`config.mk`:
```
export PLATFORM = sky130hd
export DESIGN_NAME = target_centroid_tracker_flat
export DESIGN_NICKNAME = d
export VERILOG_FILES = /design/src/rtl/track_pkg.sv /design/src/rtl/target_centroid_tracker_if.sv /design/src/rtl/seq_divider.sv /design/src/rtl/target_centroid_tracker.sv /design/src/flat_wrapper.sv
export SDC_FILE = /design/constraint.sdc
export NUM_CORES = 1
export LEC_CHECK = 0
export CAP_MARGIN = 20
export CORE_ASPECT_RATIO = 1.75
export CORE_MARGIN = 2
export CORE_UTILIZATION = 51
export DETAILED_ROUTE_END_ITERATION = 16
export MAX_ROUTING_LAYER = met4
export PLACE_DENSITY = 0.71
export SLEW_MARGIN = 10
export SYNTH_ARGS = -nofsm -noshare
export SYNTH_HDL_FRONTEND = slang
export SYNTH_SLANG_ARGS = --single-unit
```
`constraint.sdc`:
```
create_clock -name clk_50M -period 7.4 [get_ports clk_50M]
set_input_delay 1.11 -clock clk_50M [delete_from_list [all_inputs] [get_ports clk_50M]]
set_output_delay 1.11 -clock clk_50M [all_outputs]
set_load 0.03 [all_outputs]
```
`src/rtl/track_pkg.sv`:
```
// rtl/track_pkg.sv - shared constants, FSM encoding and helpers for the centroid tracker
package track_pkg;

    localparam int H_ACTIVE_DEF = 640;
    localparam int V_ACTIVE_DEF = 480;
    localparam int ACC_W_DEF    = 32;
    localparam int CNT_W_DEF    = 20;
    localparam int IIR_SHIFT    = 2;

    typedef logic [1:0] track_state_t;
    localparam track_state_t IDLE   = 2'd0;
    localparam track_state_t DIV_X  = 2'd1;
    localparam track_state_t DIV_Y  = 2'd2;
    localparam track_state_t UPDATE = 2'd3;

    // Saturating increment used by the persistence counters.
    function automatic logic [7:0] sat_inc8(input logic [7:0] v);
        return (v == 8'hFF) ? v : v + 8'd1;
    endfunction

endpackage

```
`src/rtl/target_centroid_tracker_if.sv`:
```
// rtl/target_centroid_tracker_if.sv - camera mask stream in, servo coordinate out
interface target_centroid_tracker_if;
    logic        vsync_in;
    logic        href_in;
    logic        pix_valid;
    logic        pix_hit;
    logic [11:0] x;
    logic [10:0] y;
    logic        Move_EN;
    logic        coord_valid;
    logic        frame_drop;

    modport master (
        output vsync_in, href_in, pix_valid, pix_hit,
        input  x, y, Move_EN, coord_valid, frame_drop
    );

    modport slave (
        input  vsync_in, href_in, pix_valid, pix_hit,
        output x, y, Move_EN, coord_valid, frame_drop
    );
endinterface

```
`src/rtl/seq_divider.sv`:
```
// rtl/seq_divider.sv - restoring divider, one quotient bit per cycle, start/busy/done
module seq_divider
    import track_pkg::*;
#(
    parameter int ACC_W = ACC_W_DEF,
    parameter int CNT_W = CNT_W_DEF
) (
    input  logic             clk_i,
    input  logic             reset_i,
    input  logic             start_i,
    input  logic [ACC_W-1:0] dividend_i,
    input  logic [CNT_W-1:0] divisor_i,
    output logic             busy_o,
    output logic             done_o,
    output logic [ACC_W-1:0] quotient_o
);
    localparam int STEP_W = $clog2(ACC_W) + 1;

    logic [CNT_W-1:0]  rem_q, rem_d, div_q, src_rem, src_div;
    logic [ACC_W-1:0]  quo_q, quo_d, src_quo;
    logic [CNT_W:0]    shifted, trial;
    logic [STEP_W-1:0] step_q;
    logic              busy_q, done_q;

    // One restoring step; on start the step runs directly on the new operands.
    // The remainder is always below the divisor, so trial's MSB is the borrow.
    always_comb begin
        src_rem = start_i ? '0 : rem_q;
        src_quo = start_i ? dividend_i : quo_q;
        src_div = start_i ? divisor_i : div_q;
        shifted = {src_rem, src_quo[ACC_W-1]};
        trial   = shifted - {1'b0, src_div};
        quo_d   = {src_quo[ACC_W-2:0], ~trial[CNT_W]};
        rem_d   = trial[CNT_W] ? shifted[CNT_W-1:0] : trial[CNT_W-1:0];
    end

    // Iteration counter and datapath registers; done pulses after the last bit.
    always_ff @(posedge clk_i) begin
        if (reset_i) begin
            rem_q  <= '0;
            quo_q  <= '0;
            div_q  <= '0;
            step_q <= '0;
            busy_q <= 1'b0;
            done_q <= 1'b0;
        end else begin
            done_q <= 1'b0;
            if (start_i) begin
                rem_q  <= rem_d;
                quo_q  <= quo_d;
                div_q  <= divisor_i;
                step_q <= STEP_W'(1);
                busy_q <= 1'b1;
            end else if (busy_q) begin
                rem_q  <= rem_d;
                quo_q  <= quo_d;
                step_q <= step_q + STEP_W'(1);
                if (step_q == STEP_W'(ACC_W - 1)) begin
                    busy_q <= 1'b0;
                    done_q <= 1'b1;
                end
            end
        end
    end

    assign busy_o     = busy_q;
    assign done_o     = done_q;
    assign quotient_o = quo_q;
endmodule

```
`src/rtl/target_centroid_tracker.sv`:
```
// rtl/target_centroid_tracker.sv - per-frame mask centroid with acquire/lose hysteresis; optional CENTROID_IIR_EN smoothing
module target_centroid_tracker
    import track_pkg::*;
#(
    parameter int H_ACTIVE    = H_ACTIVE_DEF,
    parameter int V_ACTIVE    = V_ACTIVE_DEF,
    parameter int ACC_W       = ACC_W_DEF,
    parameter int CNT_W       = CNT_W_DEF,
    parameter int MIN_PIXELS  = 64,
    parameter int ACQ_FRAMES  = 3,
    parameter int LOST_FRAMES = 8
) (
    input  logic                       clk_50M,
    input  logic                       reset,
    target_centroid_tracker_if.slave   bus
);
    localparam int COL_W = $clog2(H_ACTIVE + 1);
    localparam int ROW_W = $clog2(V_ACTIVE + 1);

    logic             vsync_q, href_q;
    logic [COL_W-1:0] col_q;
    logic [ROW_W-1:0] row_q, row_eff;
    logic [ACC_W-1:0] sum_x_q, sum_y_q, snap_x_q, snap_y_q, qx_q, div_quo, div_dividend;
    logic [CNT_W-1:0] cnt_q, snap_cnt_q;
    logic             snap_new_q, meas_seen_q, frame_drop_q;
    track_state_t     state_q, state_d;
    logic             div_start, div_busy, div_done;
    logic             vsync_rise, href_fall, pix_take, hit, snap_seen;
    logic [11:0]      x_q, meas_x, x_next;
    logic [10:0]      y_q, meas_y, y_next;
    logic             move_en_q, coord_valid_q;
    logic [7:0]       seen_cnt_q, lost_cnt_q, seen_inc, lost_inc;

    assign vsync_rise = bus.vsync_in & ~vsync_q;
    assign href_fall  = ~bus.href_in & href_q;
    assign pix_take   = bus.pix_valid & bus.href_in;
    assign row_eff    = vsync_rise ? '0 : row_q;
    assign hit        = pix_take & bus.pix_hit & (col_q < COL_W'(H_ACTIVE)) & (row_eff < ROW_W'(V_ACTIVE));
    assign snap_seen  = (snap_cnt_q >= CNT_W'(MIN_PIXELS)) && (snap_cnt_q != '0);

    // Edge detectors plus saturating column/row position of the incoming pixel.
    always_ff @(posedge clk_50M) begin
        if (reset) begin
            vsync_q <= 1'b0;
            href_q  <= 1'b0;
            col_q   <= '0;
            row_q   <= '0;
        end else begin
            vsync_q <= bus.vsync_in;
            href_q  <= bus.href_in;
            if (href_fall)
                col_q <= '0;
            else if (pix_take && col_q != COL_W'(H_ACTIVE))
                col_q <= col_q + COL_W'(1);
            if (vsync_rise)
                row_q <= '0;
            else if (href_fall && row_q != ROW_W'(V_ACTIVE))
                row_q <= row_q + ROW_W'(1);
        end
    end

    // Live accumulators; a frame boundary restarts them with the pixel of that cycle.
    always_ff @(posedge clk_50M) begin
        if (reset) begin
            sum_x_q <= '0;
            sum_y_q <= '0;
            cnt_q   <= '0;
        end else if (vsync_rise) begin
            sum_x_q <= hit ? ACC_W'(col_q) : '0;
            sum_y_q <= '0;
            cnt_q   <= hit ? CNT_W'(1) : '0;
        end else if (hit) begin
            sum_x_q <= sum_x_q + ACC_W'(col_q);
            sum_y_q <= sum_y_q + ACC_W'(row_eff);
            if (cnt_q != '1)
                cnt_q <= cnt_q + CNT_W'(1);
        end
    end

    // Shadow copy of the finished frame, or a drop pulse when still computing.
    always_ff @(posedge clk_50M) begin
        if (reset) begin
            snap_x_q     <= '0;
            snap_y_q     <= '0;
            snap_cnt_q   <= '0;
            snap_new_q   <= 1'b0;
            frame_drop_q <= 1'b0;
        end else begin
            snap_new_q   <= 1'b0;
            frame_drop_q <= vsync_rise && (state_q != IDLE || div_busy);
            if (vsync_rise && state_q == IDLE && !div_busy) begin
                snap_x_q   <= sum_x_q;
                snap_y_q   <= sum_y_q;
                snap_cnt_q <= cnt_q;
                snap_new_q <= 1'b1;
            end
        end
    end

    // Sequencing: divide X, then Y on the same divider, then publish.
    always_comb begin
        state_d      = state_q;
        div_start    = 1'b0;
        div_dividend = snap_x_q;
        case (state_q)
            IDLE: if (snap_new_q) begin
                if (snap_seen) begin
                    state_d   = DIV_X;
                    div_start = 1'b1;
                end else begin
                    state_d = UPDATE;
                end
            end
            DIV_X: if (div_done) begin
                state_d      = DIV_Y;
                div_start    = 1'b1;
                div_dividend = snap_y_q;
            end
            DIV_Y: if (div_done) state_d = UPDATE;
            default: state_d = IDLE;
        endcase
    end

    // FSM state, seen flag of the frame in flight and the captured X quotient.
    always_ff @(posedge clk_50M) begin
        if (reset) begin
            state_q     <= IDLE;
            meas_seen_q <= 1'b0;
            qx_q        <= '0;
        end else begin
            state_q <= state_d;
            if (state_q == IDLE && snap_new_q)
                meas_seen_q <= snap_seen;
            if (state_q == DIV_X && div_done)
                qx_q <= div_quo;
        end
    end

    seq_divider #(.ACC_W(ACC_W), .CNT_W(CNT_W)) u_div (
        .clk_i      (clk_50M),
        .reset_i    (reset),
        .start_i    (div_start),
        .dividend_i (div_dividend),
        .divisor_i  (snap_cnt_q),
        .busy_o     (div_busy),
        .done_o     (div_done),
        .quotient_o (div_quo)
    );

    // Clamped measurement and the value x/y take on a seen frame.
    always_comb begin
        meas_x   = (qx_q >= ACC_W'(H_ACTIVE)) ? 12'(H_ACTIVE - 1) : qx_q[11:0];
        meas_y   = (div_quo >= ACC_W'(V_ACTIVE)) ? 11'(V_ACTIVE - 1) : div_quo[10:0];
        seen_inc = sat_inc8(seen_cnt_q);
        lost_inc = sat_inc8(lost_cnt_q);
`ifdef CENTROID_IIR_EN
        x_next = move_en_q ? x_q + 12'(($signed({1'b0, meas_x}) - $signed({1'b0, x_q})) >>> IIR_SHIFT) : meas_x;
        y_next = move_en_q ? y_q + 11'(($signed({1'b0, meas_y}) - $signed({1'b0, y_q})) >>> IIR_SHIFT) : meas_y;
`else
        x_next = meas_x;
        y_next = meas_y;
`endif
    end

    // Output registers and persistence hysteresis, touched only in UPDATE.
    always_ff @(posedge clk_50M) begin
        if (reset) begin
            x_q           <= 12'(H_ACTIVE / 2);
            y_q           <= 11'(V_ACTIVE / 2);
            move_en_q     <= 1'b0;
            coord_valid_q <= 1'b0;
            seen_cnt_q    <= '0;
            lost_cnt_q    <= '0;
        end else begin
            coord_valid_q <= 1'b0;
            if (state_q == UPDATE) begin
                coord_valid_q <= 1'b1;
                if (meas_seen_q) begin
                    x_q        <= x_next;
                    y_q        <= y_next;
                    seen_cnt_q <= seen_inc;
                    lost_cnt_q <= '0;
                    if (seen_inc >= 8'(ACQ_FRAMES)) move_en_q <= 1'b1;
                end else begin
                    seen_cnt_q <= '0;
                    lost_cnt_q <= lost_inc;
                    if (lost_inc >= 8'(LOST_FRAMES)) move_en_q <= 1'b0;
                end
            end
        end
    end

    assign bus.x           = x_q;
    assign bus.y           = y_q;
    assign bus.Move_EN     = move_en_q;
    assign bus.coord_valid = coord_valid_q;
    assign bus.frame_drop  = frame_drop_q;
endmodule

```
`src/flat_wrapper.sv`:
```
// flat-port wrapper written by rule: the top's interface ports become plain ports
module target_centroid_tracker_flat import track_pkg::*;
#(
    parameter int H_ACTIVE    = H_ACTIVE_DEF,
    parameter int V_ACTIVE    = V_ACTIVE_DEF,
    parameter int ACC_W       = ACC_W_DEF,
    parameter int CNT_W       = CNT_W_DEF,
    parameter int MIN_PIXELS  = 64,
    parameter int ACQ_FRAMES  = 3,
    parameter int LOST_FRAMES = 8
)
  (clk_50M, reset, bus_vsync_in, bus_href_in, bus_pix_valid, bus_pix_hit, bus_x, bus_y, bus_Move_EN, bus_coord_valid, bus_frame_drop);
  target_centroid_tracker_if bus_i ();
  input  logic clk_50M;
  input  logic reset;
  input wire logic [$bits(bus_i.vsync_in)-1:0] bus_vsync_in;
  input wire logic [$bits(bus_i.href_in)-1:0] bus_href_in;
  input wire logic [$bits(bus_i.pix_valid)-1:0] bus_pix_valid;
  input wire logic [$bits(bus_i.pix_hit)-1:0] bus_pix_hit;
  output wire logic [$bits(bus_i.x)-1:0] bus_x;
  output wire logic [$bits(bus_i.y)-1:0] bus_y;
  output wire logic [$bits(bus_i.Move_EN)-1:0] bus_Move_EN;
  output wire logic [$bits(bus_i.coord_valid)-1:0] bus_coord_valid;
  output wire logic [$bits(bus_i.frame_drop)-1:0] bus_frame_drop;
  assign bus_i.vsync_in = bus_vsync_in;
  assign bus_i.href_in = bus_href_in;
  assign bus_i.pix_valid = bus_pix_valid;
  assign bus_i.pix_hit = bus_pix_hit;
  assign bus_x = bus_i.x;
  assign bus_y = bus_i.y;
  assign bus_Move_EN = bus_i.Move_EN;
  assign bus_coord_valid = bus_i.coord_valid;
  assign bus_frame_drop = bus_i.frame_drop;
  target_centroid_tracker #(.H_ACTIVE(H_ACTIVE), .V_ACTIVE(V_ACTIVE), .ACC_W(ACC_W), .CNT_W(CNT_W), .MIN_PIXELS(MIN_PIXELS), .ACQ_FRAMES(ACQ_FRAMES), .LOST_FRAMES(LOST_FRAMES)) u_core (.clk_50M(clk_50M), .reset(reset), .bus(bus_i));
endmodule
```
Word level (Yosys, flattened, before mapping)
Cells that the tools add are included.
Widths: inputs -> output; s select.
- add/subtract/negate cells: 9
- multiply operators: 0
- div/mod/pow operators: 0
- magnitude comparators: 7
- equal/unequal tests: 13
- shifts and indexed selects: 0
- mux-type cells: 44
- bitwise operators: 10
- reductions and logical operators: 25
- operators by type and width (operator ; number):
    $mux 32 ; 7
    $mux 20 ; 8
    $add 32x10->32 ; 1
    $add 32x9->32 ; 1
    $ge 32x10->1 const B ; 1
    $ge 32x9->1 const B ; 1
    $mux 8 ; 4
    $sub 21x20->21 ; 1
    $add 20x1->20 const B ; 1
    $ge 20x7->1 const B ; 1
    $ne 20x20->1 const B ; 1
    $reduce_bool 20->1 ; 1
    $add 8x1->8 const B ; 2
    $eq 8x8->1 const B ; 2
    $mux 1 ; 15
    $mux 12 ; 1
    $mux 11 ; 1
    $add 10x1->10 const B ; 1
    $lt 10x10->1 const B ; 1
    $mux 10 ; 1
    $ne 10x10->1 const B ; 1
    $reduce_bool 2->1 ; 5
    $add 9x1->9 const B ; 1
    $lt 9x9->1 const B ; 1
    other kinds (23) ; 48
- register bits after elaboration: 347
- latch bits: 0
- bits in writable memories: 0
- bits in read-only memories: 0
- bits of input ports: 6
- output and inout port bits: 26
- logic and storage cells: 136
- memories: 0

Depth between registers and ports, before layout
- depth in word-level cells: 10
- gate-level depth with buffers: 19
- gate-level depth less buffers: 17

Hierarchy
A second synthesis with hierarchy kept.
- cells, all modules: 2177
- area total of the unflattened synthesis: 17291.6 sq um
- by module, submodules not included (module ; times used ; cells an instance ; area an instance (sq um) ; seq. area each (sq um)):
    target_centroid_tracker ; 1 ; 1609 ; 12563.3 ; 5345.1
    seq_divider ; 1 ; 568 ; 4728.3 ; 1601.5

Worst setup path before layout
OpenSTA, ideal clock, no wires.
- path type: reg-to-reg
- start point: reg u_core.snap_cnt_q[6]
- end point: reg u_core.u_div.rem_q[0]
- setup time: 0.079 ns
- arrival: 3.926 ns
- required time: 7.321 ns
- setup slack: 3.395 ns
- stages on the path, launching flop included: 16
- path buffers: 3
- period minus slack after synthesis: 4.005 ns
- path through: dfxtp_1 nor4_1 a41o_4 and2_1 buf_2 buf_2 mux2i_1 fa_1 a211o_1 a211o_1 nand3_2 o311ai_4 xor2_2 buf_6 mux2_4 a211oi_2
- cells in the longest elaborated chain, start to end: 10
- elaborated cells between the ends (all ways): 14
- classes of those cells: add/sub (1); order compare (1); mux (9); reduce/logical (3)
- RTL lines (what ; line ; text):
    start, declared ; target_centroid_tracker.sv:24 ; logic [CNT_W-1:0] cnt_q, snap_cnt_q;
    start signal, assigned ; target_centroid_tracker.sv:94 ; snap_cnt_q <= cnt_q;
    $ge 20x7->1 or $reduce_bool 20->1 (tied branches) ; target_centroid_tracker.sv:39 ; assign snap_seen = (snap_cnt_q >= CNT_W'(MIN_PIXELS)) && (snap_cnt_q != '0);
    $logic_and 1x1->1 ; target_centroid_tracker.sv:39 ;
    $mux 1 ; target_centroid_tracker.sv:107 ; if (snap_seen) begin
    $mux 1 ; target_centroid_tracker.sv:106 ; IDLE: if (snap_new_q) begin
    $pmux 1 s2 ; target_centroid_tracker.sv:105 ; case (state_q)
    $mux 32 (tied with other cells) ; seq_divider.sv:29 ; src_quo = start_i ? dividend_i : quo_q;
    $sub 21x20->21 ; seq_divider.sv:32 ; trial = shifted - {1'b0, src_div};
    $mux 20 ; seq_divider.sv:34 ; rem_d = trial[CNT_W] ? shifted[CNT_W-1:0] : trial[CNT_W-1:0];
    $mux 20 ; seq_divider.sv:54 ; end else if (busy_q) begin
    $mux 20 ; seq_divider.sv:48 ; if (start_i) begin
    end signal, assigned ; seq_divider.sv:49 ; rem_q <= rem_d;
    end signal, assigned ; seq_divider.sv:55 ; rem_q <= rem_d;
    end, declared ; seq_divider.sv:19 ; logic [CNT_W-1:0] rem_q, rem_d, div_q, src_rem, src_div;
Several ways; a longest one is shown, not always the timed one. The select of a mux whose other input is x is not followed.
A chain may end at the register's enable or synchronous reset.

Final worst setup path
- start point: reg u_core.state_q[1]
- end point: reg u_core.u_div.rem_q[0]
- cells in the longest elaborated chain, start to end: 7
- elaborated cells between the ends (all ways): 12
- classes of those cells: add/sub (1); eq/ne (1); mux (8); reduce/logical (2)
- RTL lines (what ; line ; text):
    start, declared ; target_centroid_tracker.sv:26 ; track_state_t state_q, state_d;
    start signal, assigned ; target_centroid_tracker.sv:131 ; state_q <= state_d;
    $eq 2x1->1 or $logic_not 2->1 (tied branches) ; target_centroid_tracker.sv:105 ;
    $pmux 1 s2 * ; target_centroid_tracker.sv:105 ;
    $mux 20 * ; n/a ;
    net u_core.u_div.src_div[0] ; seq_divider.sv:19 ;
    $sub 21x20->21 * ; seq_divider.sv:32 ;
    $mux 20 * ; seq_divider.sv:34 ;
    $mux 20 ; seq_divider.sv:54 ;
    $mux 20 * ; seq_divider.sv:48 ;
The timed path passes the listed nets; every way through them passes the cells marked *. The select of a mux whose other input is x is not followed.

==> impl_results.md <==
- Vias in the first global route: 13400
- FP Rows: 87
- Hold path startpoint: u_core.qx_q[27]
- Number of synthesized flops with an enable pin: 0
- CP Class: reg2reg
- Fin util: 56.6%
- Peak VDD IR: 131 µV
- Max layer used: met4
- Clock skew: 0.0210 ns
- Initial drt markers: 861
- Die height: 244 µm
- Dpl cells: 2379
- Clk sink count: 347
- Placement Setup Slack: 1.92 ns
- Crit share post-route: 74.2%
- Compound-cell area share of the yosys netlist: 17.6%
- CP Max Fanout: 86
- Hold depth: 2
- Final nets: 2075
- Yosys warns: 0
- R2R setup slack: 1.91 ns
- Final setup violation count: 0
- Syn_area_per_cell: 8.14 µm²
- Synth Area in XOR/XNOR: 4.60%
- P_leak: 6.49 nW
- Post-synthesis sequential element count: 347
- Area leader, netlist: dfxtp_1
- # hold bufs at CTS: 0
- Final WS setup: 1.91 ns
- Clk_lat worst skew: 0.54 ns
- Antenna Nets Post-Route: 0
- GRT overflow: 0
- Worst Hold Class: reg2reg
- DR WL met2: 21400 µm
- Synth Instances: 2055
- Wl on met1: 16500 µm
- Ranking of synthesized cells by area: dfxtp_1, nand2_1, a21oi_1
- Layout area overhead: 9.31%
- Crit path arrival time: 5.95 ns
- Slew Limit Fails: 0
- Largest net degree at the start of global routing: 110
- Crit. Startpoint: u_core.state_q[1]
- Share of flip-flops with an asynchronous set or reset: 0%
- Mapped Nets: 2115
- Simple-gate area share of the yosys netlist: 25.4%
- Share of cells above drive strength 1: 5.68%
- GR Util All Layers: 24.3%
- R2r startpoint: u_core.state_q[1]
- Pwr Density: 215 nW/µm²
- Synth top area share: 41.5%
- RSZ-0062 raised after global routing: no
- RD Place Congestion: 0.927
- Hold WS: 0.454 ns
- Initial core utilization: 51.8%
- Cell Area, Synth: 16700 µm²
- Final Hold Vio Count: 0
- Tot Pwr: 3.93 mW
- Total of max-cap violations: 0
- Worst-margin pin slew: 0.963 ns
- DP Area: 17100 µm²
- Initial DRT Pass Iterations: 5
- Tmin final: 5.49 ns
- WL/cell: 16.8 µm
- IO Pins: 32
- Die area: 34300 µm²
- HPWL Detailed: 28300 µm
- Worst relative slew slack: 35.6%
- Setup Fix Bufs, Post-CTS: 0
- Worst Reg2Reg Path Length in Cells: 18
- Clk root buf: clkbuf_16
- Number of antenna violations at the first check in global routing: 0
- Port Buffers: 31
- Drt via density: 5.83
- Setup TNS: 0 ns
- Post-cts repair resize count: 0
- DRC: 0
- Required @ worst endpoint: 7.86 ns
- Core area: 32300 µm²
- Length of routed met3 wiring: 1100 µm
- Antenna diodes: 0
- Hold EP: u_core.qx_q[27]
- Final WL: 40900 µm
- CTS tree: yes
- Global-route wire length before repair: 67100 µm
- Main combinational cell family by area after synthesis: simple AND/OR/NAND/NOR gates
- Sequential fraction of the synthesis area: 41.5%
- Main synth FF type: dfxtp_1
- Clock slew at reported path FFs: 0.06 ns
- Post-Layout Inst Area: 18300 µm²
- Netlist cell types: 89
- Via count: 14200
- Endpoint class of the critical path: flop
- Max Fclk: 182 MHz
- Clk buf depth: 3
- H-tree Lvls: 2
- CTS Buf Count: 34
- Post-synthesis adder-cell area fraction: 4.17%
- Mux share of post-synthesis cell area: 2.56%
- Critical path launch point type: flop
- Chip Width: 141 µm
- Reg2reg end: u_core.u_div.rem_q[0]
- Outcome: finished, final reports clean
- Non-Filler Instances: 2441
[layout make-up]
| cell class | instances | area, µm² |
|---|---|---|
| Clock buffer | 46 | 977 |
| Timing Repair Buffer | 48 | 442 |
| Tap cell | 400 | 500 |
| Inverter | 35 | 131 |
| Sequential cell | 347 | 6950 |
| Fill cell | 2916 | 14000 |
| Multi-Input combinational cell | 1549 | 9110 |
| Clock inverter | 16 | 190 |
[how the worst max path moves through the flow]
stage                       endpoint  slack, ns  cells after the start
2_1_floorplan  u_core.u_div.rem_q[0]       3.39                     15
3_3_place_gp   u_core.u_div.rem_q[0]       2.06                     17
3_5_place_dp   u_core.u_div.rem_q[0]       1.92                     18
4_1_cts        u_core.u_div.rem_q[0]       1.91                     18
5_1_grt        u_core.u_div.rem_q[0]       1.49                     18
6_report       u_core.u_div.rem_q[0]       1.91                     18
[routing by layer]
metal	global-route usage, %	vias up
met5	-	-
met4	10.6	0
met3	2.56	97
met2	43.8	269
met1	26.8	6739
li1	-	7129
[critical path: stages (launching register included)]
cell      delay (ns)
dfxtp_1         0.36
inv_1           0.09
ha_1            0.24
nand2_4         0.68
and2_1          0.40
buf_4           0.38
nand2_1         0.09
nand2_1         0.09
ha_1            0.17
inv_1           0.06
fa_1            0.43
a211o_1         0.32
a211o_1         0.32
nand3_2         0.10
o311ai_4        0.18
xor2_2          0.63
buf_4           0.32
mux2_4          0.32
a211oi_2        0.20
[cell usage in the layout (no fill, tap or decap), drive strengths merged, types with 42 or more instances in the layout]
cell type,netlist,routed
a211oi,55,55
a21oi,196,196
clkbuf,100,47
dfxtp,347,347
ha,51,51
nand2,402,402
nand3,46,46
nor2,192,192
nor2b,45,45
nor3,56,56
o21ai,52,52
xnor2,45,45
xor2,42,42
[cells by family (layout without fill, tap and decap cells)]
| family | Yosys count | in the layout |
|---|---|---|
| buf+inv | 159 | 145 |
| mux | 42 | 42 |
| compound gates | 451 | 451 |
| simple gates | 915 | 915 |
| fa+ha+maj | 54 | 54 |
| xor+xnor | 87 | 87 |
| flops | 347 | 347 |
[flip-flops by register name (all words and copies together) (netlist names), 9 cells and up]
name                     count
u_core.bus.x                12
u_core.col_q                10
u_core.cnt_q                20
u_core.u_div.div_q          20
u_core.row_q                 9
u_core.sum_x_q              32
u_core.snap_x_q             32
u_core.bus.y                11
u_core.u_div.quotient_o     32
u_core.snap_cnt_q           20
u_core.snap_y_q             32
u_core.sum_y_q              32
u_core.u_div.rem_q          20
u_core.qx_q                 32
[power by group]
| group | switching [mW] | leakage, nW | internal, mW |
|---|---|---|---|
| clock | 0.762 | 0.573 | 1.04 |
| combinational | 0.183 | 3.12 | 0.0482 |
| sequential | 0.0121 | 2.80 | 1.88 |
| total | 0.957 | 6.49 | 2.97 |
[synth_stat cells, types with 25 or more instances]
master,n
or3_1,26
nand3_1,41
nor2b_1,44
nand4_1,26
a21oi_1,193
a311oi_1,36
o21ai_0,25
inv_1,35
and3_1,31
dfxtp_1,347
ha_1,51
clkbuf_1,97
o21ai_1,27
a211oi_1,54
xnor2_1,45
nor3_1,56
nor2_1,192
nand2_1,401
mux2i_1,38
xor2_1,41
Note: power is estimated with default switching activity, not from simulation.
